**config.mk**
```make
export PLATFORM = sky130hd
export DESIGN_NAME = mac_lanes_flat
export DESIGN_NICKNAME = d
export VERILOG_FILES = /design/src/rtl/mac_lanes_if.sv /design/src/rtl/mac_lanes.sv /design/src/flat_wrapper.sv
export SDC_FILE = /design/constraint.sdc
export NUM_CORES = 1
export LEC_CHECK = 0
export ABC_CLOCK_PERIOD_IN_PS = 2700
export CAP_MARGIN = 10
export CORE_ASPECT_RATIO = 0.9
export CORE_MARGIN = 3
export CORE_UTILIZATION = 40
export DETAILED_ROUTE_END_ITERATION = 16
export PLACE_DENSITY = 0.65
export SLEW_MARGIN = 20
export SYNTH_ARGS = -nofsm -noshare
export SYNTH_HDL_FRONTEND = slang
export SYNTH_SLANG_ARGS = --single-unit
```
**constraint.sdc**
```tcl
create_clock -name clk -period 2.7 [get_ports clk]
set_input_delay 0.405 -clock clk [delete_from_list [all_inputs] [get_ports clk]]
set_output_delay 0.405 -clock clk [all_outputs]
set_load 0.02 [all_outputs]
```
**src/rtl/mac_lanes_if.sv**
```systemverilog
// mac_lanes_if: operand/result handshake bundle for mac_lanes.
// The master drives operands and out_ready; the slave (the engine) drives
// in_ready and the result beat.
interface mac_lanes_if #(
    parameter int WIDTH = 8,
    parameter int LANES = 4,
    parameter int ACC_W = 24
);
    logic                     in_valid;
    logic                     in_ready;
    logic [1:0]               in_op;
    logic                     in_last;
    logic [LANES*WIDTH-1:0]   in_x;
    logic [LANES*WIDTH-1:0]   in_y;
    logic                     out_valid;
    logic                     out_ready;
    logic [LANES*ACC_W-1:0]   out_z;
    logic [LANES-1:0]         out_ovf;

    modport master (
        output in_valid, in_op, in_last, in_x, in_y, out_ready,
        input  in_ready, out_valid, out_z, out_ovf
    );

    modport slave (
        input  in_valid, in_op, in_last, in_x, in_y, out_ready,
        output in_ready, out_valid, out_z, out_ovf
    );
endinterface

```
**src/rtl/mac_lanes.sv**
```systemverilog
// mac_lanes: LANES-wide two-stage add / multiply / multiply-accumulate engine
// with valid/ready handshakes and per-lane saturating accumulators.
// S1 computes the per-lane sum or product; S2 updates the accumulators and
// holds the result beat. Accumulator updates are committed when a beat moves
// from S1 into S2, so MAC-without-last and CLEAR beats never occupy S2.
// Optional feature: define MAC_LANES_SIGNED_EN for two's-complement operands,
// sign-extended results and signed saturation bounds.
module mac_lanes #(
    parameter int WIDTH = 8,
    parameter int LANES = 4,
    parameter int ACC_W = 24
) (
    input  logic        clk,
    input  logic        rst_n,
    mac_lanes_if.slave  bus
);
    typedef enum logic [1:0] {
        OP_ADD   = 2'b00,
        OP_MULT  = 2'b01,
        OP_MAC   = 2'b10,
        OP_CLEAR = 2'b11
    } op_e;

    localparam int ZW = LANES * ACC_W;

    generate
        if (ACC_W < 2 * WIDTH) begin : g_bad_acc_w
            $error("mac_lanes: ACC_W must be at least 2*WIDTH");
        end
        if (WIDTH < 2 || WIDTH > 32) begin : g_bad_width
            $error("mac_lanes: WIDTH must be in 2..32");
        end
        if (LANES < 1 || LANES > 16) begin : g_bad_lanes
            $error("mac_lanes: LANES must be in 1..16");
        end
    endgenerate

    logic            s1_valid_q, s1_valid_d;
    op_e             s1_op_q, s1_op_d;
    logic            s1_last_q, s1_last_d;
    logic [ZW-1:0]   s1_res_q, s1_res_d;
    logic            s2_valid_q, s2_valid_d;
    logic [ZW-1:0]   z_q, z_d;
    logic [LANES-1:0] ovf_q, ovf_d;
    logic [ZW-1:0]   acc_q, acc_d;
    logic [LANES-1:0] sticky_q, sticky_d;

    logic s1_ready, s2_ready, s1_adv, emit;

    assign s2_ready     = !s2_valid_q | bus.out_ready;
    assign s1_ready     = !s1_valid_q | s2_ready;
    assign s1_adv       = s1_valid_q & s2_ready;
    assign emit         = (s1_op_q == OP_ADD) || (s1_op_q == OP_MULT) ||
                          ((s1_op_q == OP_MAC) && s1_last_q);
    assign bus.in_ready = s1_ready;
    assign bus.out_valid = s2_valid_q;
    assign bus.out_z     = z_q;
    assign bus.out_ovf   = ovf_q;

    // S1 next state: capture an accepted beat and compute its per-lane sum or product.
    always_comb begin
        logic [WIDTH-1:0] x, y;
        logic [ACC_W-1:0] xe, ye;
        s1_valid_d = s1_valid_q;
        s1_op_d    = s1_op_q;
        s1_last_d  = s1_last_q;
        s1_res_d   = s1_res_q;
        x  = '0;
        y  = '0;
        xe = '0;
        ye = '0;
        if (s1_ready) begin
            s1_valid_d = bus.in_valid;
            if (bus.in_valid) begin
                s1_op_d   = op_e'(bus.in_op);
                s1_last_d = bus.in_last;
                for (int unsigned i = 0; i < LANES; i++) begin
                    x = bus.in_x[i*WIDTH +: WIDTH];
                    y = bus.in_y[i*WIDTH +: WIDTH];
`ifdef MAC_LANES_SIGNED_EN
                    xe = ACC_W'($signed(x));
                    ye = ACC_W'($signed(y));
`else
                    xe = ACC_W'(x);
                    ye = ACC_W'(y);
`endif
                    case (op_e'(bus.in_op))
                        OP_ADD:          s1_res_d[i*ACC_W +: ACC_W] = xe + ye;
                        OP_MULT, OP_MAC: s1_res_d[i*ACC_W +: ACC_W] = xe * ye;
                        default:         s1_res_d[i*ACC_W +: ACC_W] = '0;
                    endcase
                end
            end
        end
    end

    // S2 next state: accumulate with saturation, emit result beats, hold under stall.
    always_comb begin
        logic [ACC_W:0]   sum;
        logic [ACC_W-1:0] a, p, sat;
        logic             lane_ovf;
        acc_d      = acc_q;
        sticky_d   = sticky_q;
        z_d        = z_q;
        ovf_d      = ovf_q;
        s2_valid_d = s2_ready ? (s1_valid_q & emit) : s2_valid_q;
        for (int unsigned i = 0; i < LANES; i++) begin
            a = acc_q[i*ACC_W +: ACC_W];
            p = s1_res_q[i*ACC_W +: ACC_W];
`ifdef MAC_LANES_SIGNED_EN
            sum      = {a[ACC_W-1], a} + {p[ACC_W-1], p};
            lane_ovf = sum[ACC_W] ^ sum[ACC_W-1];
            sat      = lane_ovf ? (sum[ACC_W] ? {1'b1, {(ACC_W-1){1'b0}}}
                                              : {1'b0, {(ACC_W-1){1'b1}}})
                                : sum[ACC_W-1:0];
`else
            sum      = {1'b0, a} + {1'b0, p};
            lane_ovf = sum[ACC_W];
            sat      = lane_ovf ? '1 : sum[ACC_W-1:0];
`endif
            if (s1_adv) begin
                case (s1_op_q)
                    OP_ADD, OP_MULT: begin
                        z_d[i*ACC_W +: ACC_W] = p;
                        ovf_d[i]              = 1'b0;
                    end
                    OP_MAC: begin
                        if (s1_last_q) begin
                            z_d[i*ACC_W +: ACC_W]   = sat;
                            ovf_d[i]                = sticky_q[i] | lane_ovf;
                            acc_d[i*ACC_W +: ACC_W] = '0;
                            sticky_d[i]             = 1'b0;
                        end else begin
                            acc_d[i*ACC_W +: ACC_W] = sat;
                            sticky_d[i]             = sticky_q[i] | lane_ovf;
                        end
                    end
                    default: begin
                        acc_d[i*ACC_W +: ACC_W] = '0;
                        sticky_d[i]             = 1'b0;
                    end
                endcase
            end
        end
    end

    // Pipeline and accumulator registers; reset drops all in-flight beats.
    always_ff @(posedge clk or negedge rst_n) begin
        if (!rst_n) begin
            s1_valid_q <= 1'b0;
            s1_op_q    <= OP_ADD;
            s1_last_q  <= 1'b0;
            s1_res_q   <= '0;
            s2_valid_q <= 1'b0;
            z_q        <= '0;
            ovf_q      <= '0;
            acc_q      <= '0;
            sticky_q   <= '0;
        end else begin
            s1_valid_q <= s1_valid_d;
            s1_op_q    <= s1_op_d;
            s1_last_q  <= s1_last_d;
            s1_res_q   <= s1_res_d;
            s2_valid_q <= s2_valid_d;
            z_q        <= z_d;
            ovf_q      <= ovf_d;
            acc_q      <= acc_d;
            sticky_q   <= sticky_d;
        end
    end
endmodule

```
**src/flat_wrapper.sv**
```systemverilog
// flat-port wrapper written by rule: the top's interface ports become plain ports
module mac_lanes_flat 
#(
    parameter int WIDTH = 8,
    parameter int LANES = 4,
    parameter int ACC_W = 24
)
  (clk, rst_n, bus_in_valid, bus_in_op, bus_in_last, bus_in_x, bus_in_y, bus_out_ready, bus_in_ready, bus_out_valid, bus_out_z, bus_out_ovf);
  mac_lanes_if #(.WIDTH(WIDTH), .LANES(LANES), .ACC_W(ACC_W)) bus_i ();
  input  logic clk;
  input  logic rst_n;
  input wire logic [$bits(bus_i.in_valid)-1:0] bus_in_valid;
  input wire logic [$bits(bus_i.in_op)-1:0] bus_in_op;
  input wire logic [$bits(bus_i.in_last)-1:0] bus_in_last;
  input wire logic [$bits(bus_i.in_x)-1:0] bus_in_x;
  input wire logic [$bits(bus_i.in_y)-1:0] bus_in_y;
  input wire logic [$bits(bus_i.out_ready)-1:0] bus_out_ready;
  output wire logic [$bits(bus_i.in_ready)-1:0] bus_in_ready;
  output wire logic [$bits(bus_i.out_valid)-1:0] bus_out_valid;
  output wire logic [$bits(bus_i.out_z)-1:0] bus_out_z;
  output wire logic [$bits(bus_i.out_ovf)-1:0] bus_out_ovf;
  assign bus_i.in_valid = bus_in_valid;
  assign bus_i.in_op = bus_in_op;
  assign bus_i.in_last = bus_in_last;
  assign bus_i.in_x = bus_in_x;
  assign bus_i.in_y = bus_in_y;
  assign bus_i.out_ready = bus_out_ready;
  assign bus_in_ready = bus_i.in_ready;
  assign bus_out_valid = bus_i.out_valid;
  assign bus_out_z = bus_i.out_z;
  assign bus_out_ovf = bus_i.out_ovf;
  mac_lanes #(.WIDTH(WIDTH), .LANES(LANES), .ACC_W(ACC_W)) u_core (.clk(clk), .rst_n(rst_n), .bus(bus_i));
endmodule
```
==> impl_results.md <==
- Max-slew violations: 0
- Status: finished, violations left
- Antenna violations before repair: 0
- WP data required: approximately 3.2 ns
- Core area: 58600 sq um
- FFs w/ async S/R, synth: 100%
- Crit path kind: in -> reg
- Post-synthesis cell count: between 2000 and 3000
- DR iter-0 viols: ~1400
- Post-synth EDFFs: 0
- Max-cap violations: 0
- RSZ-0062 raised after global routing: yes
- Vias per inst: between 5 and 6
- Yosys warning total: 0
- Die area: ~62000 sq um
- Endpoints failing hold: 0
- Failing checks: setup timing
- Post-synth top flop: dfrtp_1
- Clock latency on the worst-skew pair: roughly 0.58 ns
- Port Buffer Count: 172
- Drt pass-1 iters: 6
- Post-layout min period: ~3.7 ns
- Critical Path Fanout Max: 4
- Dpl ws: -2.12 ns
- Setup violations, final: 143
- Hold Path Class: in -> reg
- GPL Wtd Cong: roughly 0.91
- Post-Syn Area per Cell: approximately 8.8 sq um
- Yosys reg bits: 269
- Clk sinks: between 200 and 300
- R2r worst-path depth: 15
- CTS Buf Count: 30
- Largest net degree at the start of global routing: 67
- Worst setup margin: -0.978 ns
- Fillers: around 4800
- GRT overflow: 0
- Fraction of layout cells with a size suffix above 1: 35.0%
- Worst-path clk slew: ~0.060 ns
- DRC: 0
- Area grow syn2layout: 46.2%
- Yosys cell types: 69
- Die Width: 263 microns
- Root Buffer: clkbuf_16
- PwrDens: 747 nW/um^2
- CTS tree: done
- Nets@finish: 3768
- Most frequent cells in the layout: buf_4, nand2_1, dfrtp_1
- H-tree Lvls: 1
- Initial core utilization: approximately two fifths
- Leak: around 17 nW
- # diodes: 0
- Hold path depth: 5
- Part of the Yosys area used for sequential elements: ~28%
- Wirelength per Cell: roughly 19 microns
- Sum Neg Setup Slack: -36.08 ns
- Crit path DAT: 4.13 ns
- Critical path launch point type: primary input
- Post-Route WL: between 70 and 80 mm
- Total power: 26.0 mW
- Mapped Nets: 3159
- All-Layer GR Usage: a little under a quarter
- Vias in the first global route: 22490
- CTS Buffer Depth: 3
- First-pass GRT wire length: between 100 and 150 mm
- Final Util: between 50% and 60%
- Die Y: between 200 and 250 microns
- Crit share post-route: 136%
- Rel. slew slack: 50.6%
- Crit. End Element: flip-flop
- Worst-Margin Slew: ~0.74 ns
- Achievable Freq: between 200 and 300 MHz
- Post-route ant nets: 0
- Total number of vias: 21960
- Post-Syn Area: between 20000 and 25000 sq um
- Placed wire-length estimate: between 50 and 60 mm
- Most common library cell in the layout ignoring fill and taps: buf_4
- Worst Skew: between 0.015 and 0.02 ns
- Num rows: between 80 and 90
- Peak VDD IR: approximately 0.44 mV
- IO Pins: 173
critical path: stages:
cell,delay [ns]
buf_8,0.10
buf_4,0.14
ha_2,0.20
fa_1,0.52
fa_2,0.43
fa_1,0.50
inv_1,0.05
fa_1,0.51
inv_2,0.05
ha_4,0.21
buf_4,0.15
a31o_4,0.24
a41oi_4,0.15
nand2b_1,0.12
xnor2_2,0.24
o21ai_1,0.11
synthesized netlist by cell type, types with 15 or more instances:
cell type	count	share of area, %
o21ai_0	278	5.9
ha_1	242	13
nor2_1	126	2.0
o21bai_1	22	0.69
nor3_1	42	0.88
and3_1	25	0.66
dfrtp_1	269	28
a211oi_1	26	0.82
inv_1	259	4.1
clkbuf_1	86	1.4
o21a_1	28	0.88
a21o_1	75	2.4
nand2b_1	15	0.39
and2_1	190	5.0
fa_1	152	13
a21oi_1	179	3.8
nand3_1	36	0.76
xnor2_1	79	2.9
a31oi_1	19	0.50
nand2_1	304	4.8
a22oi_1	27	0.85
xor2_1	55	2.0
repair_timing:
item / in CTS / in global routing
gates cloned: 4 / 0
pin swaps: 246 / 316
hold buffers: 1 / 0
setup buffers: 59 / 40
gates resized for setup: 662 / 497
hold endpoints to repair: 56 / 0
endpoints found under the setup margin: 226 / 225
where the power goes:
part           total, mW  internal [mW]  switching (mW)
sequential          5.70           4.90           0.799
combinational       15.7           7.64            8.01
clock               4.63           2.88            1.75
total               26.0           15.4            10.6
layer usage:
metal	share of wire, %	up-vias	routed length [microns]	global-route usage, %
met2	44	603	33800	36.2
li1	-	10407	-	-
met4	2.2	0	1710	5.61
met3	6.0	116	4620	4.06
met1	47	10834	36300	34.5
met5	0	-	0	0
per-stage QoR:
step / cells / instance area, sq um / hold slack (ns)
6_report: 4101 / 34800 / 0.335
4_1_cts: 4071 / 32700 / 0.342
3_3_place_gp: 3956 / 29900 / 0.387
5_1_grt: 4101 / 34800 / 0.371
3_5_place_dp: 3956 / 29900 / 0.389
2_1_floorplan: 2694 / 24300 / 0.109
area by class of cell:
cell class                 instances  area [sq um]  share of cell area (%)
multi-input combinational       2074         18800                    54.1
sequential                       269          6730                    19.4
timing repair buffer             669          6150                    17.7
inverter                         259           980                    2.82
tap                              774           968                    2.79
clock buffer                      44           905                    2.60
clock inverter                    12           216                   0.623
cell families after synthesis:
family	Yosys count	share of synthesized area, %
simple gates	795	16.2
flops	269	28.3
mux	6	0.258
xor+xnor	134	4.94
fa+ha+maj	394	25.5
compound gates	742	19.1
buf+inv	354	5.63
registers in the layout, indices dropped and copies added, names as in the netlist:
signal                cells
u_core.s1_valid_q         1
u_core.s1_last_q          1
u_core.acc_q             96
u_core.s1_res_q          64
u_core.bus.out_valid      1
u_core.sticky_q           4
u_core.bus.out_z         96
u_core.bus.out_ovf        4
u_core.s1_op_q            2
final timing paths:
check / startpoint / to / slack, ns
max: bus_in_y[12] / u_core.s1_res_q[37]$_DFFE_PN0P_ / -0.98
min: bus_in_x[24] / u_core.s1_res_q[72]$_DFFE_PN0P_ / 0.33
max reg2reg: u_core.s1_res_q[0]$_DFFE_PN0P_ / u_core.bus.out_z[9]$_DFFE_PN0P_ / -0.17
min reg2reg: u_core.bus.out_z[18]$_DFFE_PN0P_ / u_core.bus.out_z[18]$_DFFE_PN0P_ / 0.47
max in group asynchronous: rst_n / u_core.s1_res_q[25]$_DFFE_PN0P_ / 1.50
min in group asynchronous: rst_n / u_core.bus.out_ovf[3]$_DFFE_PN0P_ / 0.38
Power figures use the tool's default switching activity.
